File: src/rtl/multiply_iteration.sv
// Radix-2 shift-add multiplier: rebuilds a = round(c * b) from I8F8 c and I8 b, one bit of b/cycle.
// Define MULTIPLY_ITERATION_SAT_EN to saturate dat_a_o at 8'hFF on overflow (default: wrap).
module multiply_iteration #(
    parameter int unsigned DATA_WD     = 8,
    parameter int unsigned DATA_FRA_WD = 8,
    parameter int unsigned NUMB_ITR    = DATA_WD,
    parameter int unsigned NUMB_ITR_WD = $clog2(NUMB_ITR),
    parameter int unsigned ACC_WD      = 2 * DATA_WD + DATA_FRA_WD
) (
    input  logic                           clk,
    input  logic                           rstn,
    input  logic                           val_i,
    input  logic [DATA_WD+DATA_FRA_WD-1:0] dat_c_i,
    input  logic [DATA_WD-1:0]             dat_b_i,
    output logic                           rdy_o,
    output logic                           val_o,
    output logic [DATA_WD-1:0]             dat_a_o,
    output logic                           ovf_o
);

    localparam int unsigned C_WD    = DATA_WD + DATA_FRA_WD;
    localparam int unsigned FULL_WD = ACC_WD - DATA_FRA_WD;

    typedef enum logic [1:0] {
        StIdle,
        StBusy,
        StDone
    } state_t;

    state_t                 state_r;
    logic [C_WD-1:0]        c_r;
    logic [DATA_WD-1:0]     b_r;
    logic [ACC_WD-1:0]      acc_r;
    logic [NUMB_ITR_WD-1:0] cnt_r;

    logic [ACC_WD-1:0]      addend;
    logic [ACC_WD-1:0]      acc_next;
    logic [FULL_WD-1:0]     full;
    logic                   ovf_next;
    logic [DATA_WD-1:0]     dat_a_next;

    always_comb begin
        addend   = b_r[cnt_r] ? (ACC_WD'(c_r) << cnt_r) : '0;
        acc_next = acc_r + addend;
        // Round half-up, then drop the fraction bits.
        full     = FULL_WD'((acc_next + (ACC_WD'(1) << (DATA_FRA_WD - 1))) >> DATA_FRA_WD);
        ovf_next = |full[FULL_WD-1:DATA_WD];
`ifdef MULTIPLY_ITERATION_SAT_EN
        dat_a_next = ovf_next ? '1 : full[DATA_WD-1:0];
`else
        dat_a_next = full[DATA_WD-1:0];
`endif
    end

    always_ff @(posedge clk or negedge rstn) begin
        if (!rstn) begin
            state_r <= StIdle;
            c_r     <= '0;
            b_r     <= '0;
            acc_r   <= '0;
            cnt_r   <= '0;
            rdy_o   <= 1'b1;
            val_o   <= 1'b0;
            dat_a_o <= '0;
            ovf_o   <= 1'b0;
        end else begin
            val_o <= 1'b0;
            unique case (state_r)
                StIdle: begin
                    if (val_i) begin
                        c_r     <= dat_c_i;
                        b_r     <= dat_b_i;
                        acc_r   <= '0;
                        cnt_r   <= '0;
                        rdy_o   <= 1'b0;
                        state_r <= StBusy;
                    end
                end
                StBusy: begin
                    acc_r <= acc_next;
                    if (cnt_r == NUMB_ITR_WD'(NUMB_ITR - 1)) begin
                        cnt_r   <= '0;
                        val_o   <= 1'b1;
                        dat_a_o <= dat_a_next;
                        ovf_o   <= ovf_next;
                        state_r <= StDone;
                    end else begin
                        cnt_r <= cnt_r + NUMB_ITR_WD'(1);
                    end
                end
                StDone: begin
                    rdy_o   <= 1'b1;
                    state_r <= StIdle;
                end
                default: begin
                    rdy_o   <= 1'b1;
                    state_r <= StIdle;
                end
            endcase
        end
    end

endmodule

File: config.mk
export PLATFORM = sky130hd
export DESIGN_NAME = multiply_iteration
export DESIGN_NICKNAME = d
export VERILOG_FILES = /design/src/rtl/multiply_iteration.sv
export SDC_FILE = /design/constraint.sdc
export NUM_CORES = 1
export LEC_CHECK = 0
export ABC_CLOCK_PERIOD_IN_PS = 7100
export CAP_MARGIN = 0
export CORE_ASPECT_RATIO = 0.5
export CORE_MARGIN = 2
export CORE_UTILIZATION = 40
export CTS_CLUSTER_SIZE = 40
export DETAILED_ROUTE_END_ITERATION = 10
export PLACE_DENSITY = 0.6
export SLEW_MARGIN = 20
export SYNTH_ARGS = -nofsm -noshare
export SYNTH_HDL_FRONTEND = slang
export SYNTH_SLANG_ARGS = --single-unit
File: constraint.sdc
create_clock -name clk -period 7.1 [get_ports clk]
set_clock_uncertainty 0.15 [all_clocks]
set_input_delay 1.42 -clock clk [delete_from_list [all_inputs] [get_ports clk]]
set_output_delay 1.42 -clock clk [all_outputs]
set_load 0.005 [all_outputs]
# Word-level counts from Yosys, hierarchy flattened

Index checks and enable logic that the tools add are counted.

Output and inout port bits: 11
Word-level logic and storage cells: 42
Bits of input ports: 27
Flip-flop bits (word level): 64

$lt $le $gt $ge: 1
Mux-type cells: 15
Eq/ne operators: 4
$add $sub $neg: 3
Reduce and logical (&&, ||, !) cells: 8
Bitwise operators: 1
Shift operators: 1

Operators by type and width:

| kind                                                        | number |
|---|---|
| two-way mux 24 bit                                          | 2 |
| case mux 24 bit (2 select lines)                            | 1 |
| adder 24 bit                                                | 1 |
| adder 24 x 8 -> 24 bit (second input constant)              | 1 |
| left shift 16 x 3 -> 24 bit                                 | 1 |
| AND reduction 2 bit                                         | 5 |
| OR reduction 8 bit                                          | 1 |
| two-way mux 3 bit                                           | 2 |
| case mux 3 bit (2 select lines)                             | 1 |
| less-than comparator 3 x 4 -> 1 bit (second input constant) | 1 |
| two-way mux 1 bit                                           | 4 |
| two-way mux 2 bit                                           | 2 |
| != test 2 bit (second input constant)                       | 2 |
| case mux 2 bit (2 select lines)                             | 1 |
| adder 3 x 1 -> 3 bit (second input constant)                | 1 |
| binary-select mux 1 bit (select 3 bit)                      | 1 |
| == test 3 bit (second input constant)                       | 1 |
| == test 2 x 1 -> 1 bit (second input constant)              | 1 |
| logical NOT 2 bit                                           | 1 |
| case mux 1 bit (2 select lines)                             | 1 |
| nonzero test 2 bit                                          | 1 |
| NOT 1 bit                                                   | 1 |

# Depth between registers and ports, before layout

Depth in word-level cells: 6
Mapped depth: 24
Depth with buffers taken out: 21

# Worst setup path before layout

Ideal clock, no wire load.

Kind: reg2reg
Start point: register cnt_r[0]
End point: register ovf_o
Stages on the path, launching flop included: 23
Data required time: 6822 ps
Path buffers: 4
Library setup time: 128 ps
Period minus slack after synthesis: 5156 ps
Path slack: 1944 ps
Arrival time: 4878 ps
Path through: dfrtp_1 clkbuf_1 mux4_2 nand2_1 and2_1 clkbuf_1 clkbuf_1 nor2_1 ha_1 buf_4 and3_1 a222oi_1 o211a_1 ha_1 nand3b_1 a211oi_1 a41oi_1 o21ai_0 o21ai_1 or3_1 or4_1 a31oi_1 a31oi_1

Cells in the longest elaborated chain, start to end: 6
Elaborated cells between the ends (all ways): 9
Those cells by class: add/sub: 2; eq/ne: 1; shift: 1; mux: 3; reduce/logical: 2

Ends and longest elaborated chain:

| item                                    | RTL line | source |
|---|---|---|
| start, declared                         | 34       | `logic [NUMB_ITR_WD-1:0] cnt_r;` |
| start signal, assigned                  | 88       | `cnt_r <= cnt_r + NUMB_ITR_WD'(1);` |
| binary-select mux 1 bit (select 3 bit)  | 43       | `addend = b_r[cnt_r] ? (ACC_WD'(c_r) << cnt_r) : '0;` |
| two-way mux 1 bit (implied by the code) | 43       |  |
| two-way mux 24 bit                      | 43       |  |
| adder 24 bit                            | 44       | `acc_next = acc_r + addend;` |
| adder 24 x 8 -> 24 bit                  | 46       | `full = FULL_WD'((acc_next + (ACC_WD'(1) << (DATA_FRA_WD - 1))) >> DATA_FRA_WD);` |
| OR reduction 8 bit                      | 47       | `ovf_next = \|full[FULL_WD-1:DATA_WD];` |
| end signal, assigned                    | 85       | `ovf_o <= ovf_next;` |
| end, declared                           | 18       | `output logic ovf_o` |

Several ways; a longest one is shown, not always the timed one. The select of a mux whose other input is x is not followed.
A chain may end at the register's enable or synchronous reset.

# Final worst setup path

Ends and elaborated chain as after synthesis.

==> results by group <==
Global route
  • First-pass GRT wire length: 20,200 µm
  • Most used routing layer: met1
  • GR Util met3: 4.70%
  • Total track usage: 20.0%
  • Initial antenna violation count: 0
  • Pin count of the biggest net entering global routing: 65
  • GRT Residual Overflow: 0
  • Met1 usage: 30.0%
  • Met2 Track Usage GR: 28.8%
  • Vias in the first global route: 3,815

Setup path
  • CP peak stage delay: 860 ps
  • Crit end category: flip-flop
  • Max stage delay cell, worst path: dfrtp_1
  • Worst path buffer plus inverter count: 0
  • Worst EP required: 7210 ps
  • Reg2Reg Setup Slack: 1220 ps
  • Data arrival, critical path: 5990 ps
  • Crit path max fanout: 24
  • Reg2Reg Depth: 19
  • Critical R2R Launch: cnt_r[0]
  • Crit path launch type: flip-flop
  • Critical path's most frequent cell: ha_1
  • Largest delay share family, worst path: simple AND/OR/NAND/NOR gates
  • Critical path class: reg -> reg
  • Worst path cell trace: mux4_2 > nand2_1 > and2_1 > nor2_1 > ha_1 > and3_1 > a222oi_1 > o211a_1 > ha_1 > nand3b_1 > a211oi_1 > a41oi_1 > o21ai_0 > o21ai_1 > nor4_2 > nor3_1 > mux2_2 > a41o_1 > a31oi_1
  • FF-to-FF End: ovf_o

Place
  • I/O Buffers: 37
  • DP Wirelength: 9120 µm
  • Placer Congestion: 0.921

Clock tree
  • Hold_buf cts: 0
  • H-tree depth: 3
  • Post-cts resize count: 0
  • Clock transition at path regs: 60 ps
  • Longest Clk Path Bufs: 2
  • Num CTS Buffers: 9
  • Root Buffer: clkbuf_16
  • Post-CTS Setup Bufs: 0
  • CTS tree: built
  • Clock Latency Late Sink: 340 ps
  • CTS sink count: 64

Hold path
  • Hold_sp: dat_a_o[6]
  • Min-delay worst type: reg -> reg
  • Hold depth: 2
  • Hold endpoint: dat_a_o[6]

Synthesis
  • Unique masters post-synth: 70
  • Post-synth net total: 591
  • Post-Syn Instances: 537
  • Most frequently used flop master after synthesis: dfrtp_1
  • Post-Syn Area: 4830 µm²
  • Seq/Total Area, Yosys: 33.2%
  • Syn_area_per_cell: 9.00 µm²
  • Seq cells post-synth: 64
  • Synth warnings: 0
  • Asr flop ratio synth: 100%
  • Number of synthesized flops with an enable pin: 0

Run status
  • Outcome: completed

STA
  • Number of hold violations in the final report: 0
  • Slew margin rel.: 36.5%
  • Unrepaired setup endpoints after global routing: no
  • Max Clk Rate: 170 MHz
  • Setup violators final: 0
  • Period utilization: 82.8%
  • Max-slew violation count: 0
  • Worst hold slack: 333 ps
  • Slew @ Worst Pin: 952 ps
  • Setup_tns: 0 ps
  • Tmin final: 5880 ps

Routing
  • DR iter-0 viols: 328
  • WL/cell: 16.7 µm
  • Routed wire length: 12,200 µm
  • Final ANT Viol Nets: 0
  • Routed vias: 4,085
  • Vias per cell: 5.56
  • Pre-antenna DRT Iters: 4
  • DRC errors left: 0

Final layout
  • Core Util, Final: 48.0%
  • Area Overhead vs Synth: 17.3%
  • Fillcell total: 1,140
  • Area of the multi-input gates: 3070 µm²
  • Storage element area: 1600 µm²
  • # diodes: 0
  • Share of layout cells above drive strength 1: 14.0%
  • Final net count: 619

Flow run
  • Max-cap check violation count: 0

Die
  • Die area: 13,000 µm²
  • Die Wd: 159 µm
  • Initial Utilization: 40.9%
  • Row count: 28
  • Die height: 81.7 µm
  • # IOs: 38
  • Core Region: 11,800 µm²
[state kept, by name (all words and copies together), names as in the netlist]
| register | flops |
|---|---|
| acc_r | 24 |
| c_r | 16 |
| b_r | 8 |
| dat_a_o | 8 |
| cnt_r | 3 |
| state_r | 2 |
| ovf_o | 1 |
| rdy_o | 1 |
| val_o | 1 |
[cell type report]
cell class                 instances  share of cell area, %
clock buffer                      10                   4.21
clock inverter                     6                   1.61
inverter                          15                  0.993
multi-input combinational        433                   54.2
sequential                        64                   28.3
tap                              165                   3.64
timing repair buffer              42                   7.11
[layer usage]
metal	wire length, µm	part of all wire (%)	vias up
met5	0	0	-
met4	108	0.88	0
met3	657	5.4	9
met2	4890	40	108
met1	6590	54	1935
li1	-	-	2033
[cells in the final DEF (no fill, tap or decap), types with 3 or more instances in the layout]
cell / n
o21ai_0: 36
clkdlybuf4s50_1: 36
xor2_1: 7
xnor2_1: 13
nor3_1: 8
nand4_1: 5
nor2b_1: 5
a21o_1: 6
a21oi_2: 4
mux2i_1: 13
buf_4: 5
a21oi_1: 34
inv_1: 14
nor2_1: 53
nand2b_1: 8
a31oi_1: 6
a22o_1: 12
and2_1: 4
o211ai_1: 6
mux4_2: 4
or3_1: 7
a211oi_1: 7
and3_1: 5
nand2_1: 59
o21a_1: 9
mux2_2: 34
clkbuf_16: 9
nand3_1: 9
o21ai_1: 7
dfrtp_1: 63
o2111ai_1: 3
ha_1: 26
[logic make-up (layout without fill, tap and decap cells)]
group | count (synthesis) | after routing | share of synthesized area (%)
muxes | 51 | 51 | 12.5
xor gates and xnor gates | 22 | 22 | 4.30
and+or+nand+nor | 180 | 180 | 18.0
DFF | 64 | 64 | 33.2
buffers and inverters | 40 | 73 | 3.47
AOI/OAI and AO/OA | 153 | 153 | 21.4
adders and majority gates | 27 | 27 | 7.14
[worst register-to-register path, cell delays in order, from the launching register on]
cell and delay (ps):
dfrtp_1 860, mux4_2 610, nand2_1 160, and2_1 440
nor2_1 140, ha_1 450, and3_1 270, a222oi_1 340
o211a_1 260, ha_1 250, nand3b_1 120, a211oi_1 190
a41oi_1 70, o21ai_0 130, o21ai_1 180, nor4_2 520
nor3_1 90, mux2_2 280, a41o_1 200, a31oi_1 110
[synth_stat cells, types with 5 or more instances]
master	n	share of area [%]
xor2_1	7	1.3
and3_1	5	0.65
nand3_1	9	0.93
a21oi_1	34	3.5
a22o_1	12	2.2
buf_2	5	0.52
a31oi_1	6	0.78
o21a_1	9	1.4
nand2_1	59	4.6
nor2b_1	5	0.65
inv_1	14	1.1
o21ai_1	7	0.72
nand2b_1	8	1.0
mux2_2	34	7.9
mux2i_1	13	2.7
clkbuf_1	16	1.2
nand4_1	5	0.65
xnor2_1	13	2.4
dfrtp_1	63	33
ha_1	26	6.7
o21ai_0	36	3.7
nor2_1	53	4.1
or3_1	7	0.91
nor3_1	8	0.83
a21o_1	6	0.93
o211ai_1	6	0.93
a211oi_1	7	1.1
[through the flow]
step	instance area [µm²]	std cells	setup WS [ps]
after floorplan	4830	537	1940
after global placement	5340	719	1470
after detailed placement	5340	719	1290
after CTS	5670	735	1250
after global routing	5670	735	564
final	5670	735	1220
[how the worst max path moves through the flow]
| stage | slack [ps] | end | cells past startpoint | start |
|---|---|---|---|---|
| detailed placement | 1290 | ovf_o | 19 | cnt_r[0] |
| CTS | 1250 | ovf_o | 19 | cnt_r[0] |
| finish | 1220 | ovf_o | 19 | cnt_r[0] |
| global placement | 1470 | ovf_o | 19 | cnt_r[0] |
| global route | 560 | ovf_o | 19 | cnt_r[0] |
| floorplan | 1940 | ovf_o | 22 | cnt_r[0] |
Power is left out: the tool's default activity adds up to more than one toggle a clock period on the data nets, which glitch-free logic cannot reach.
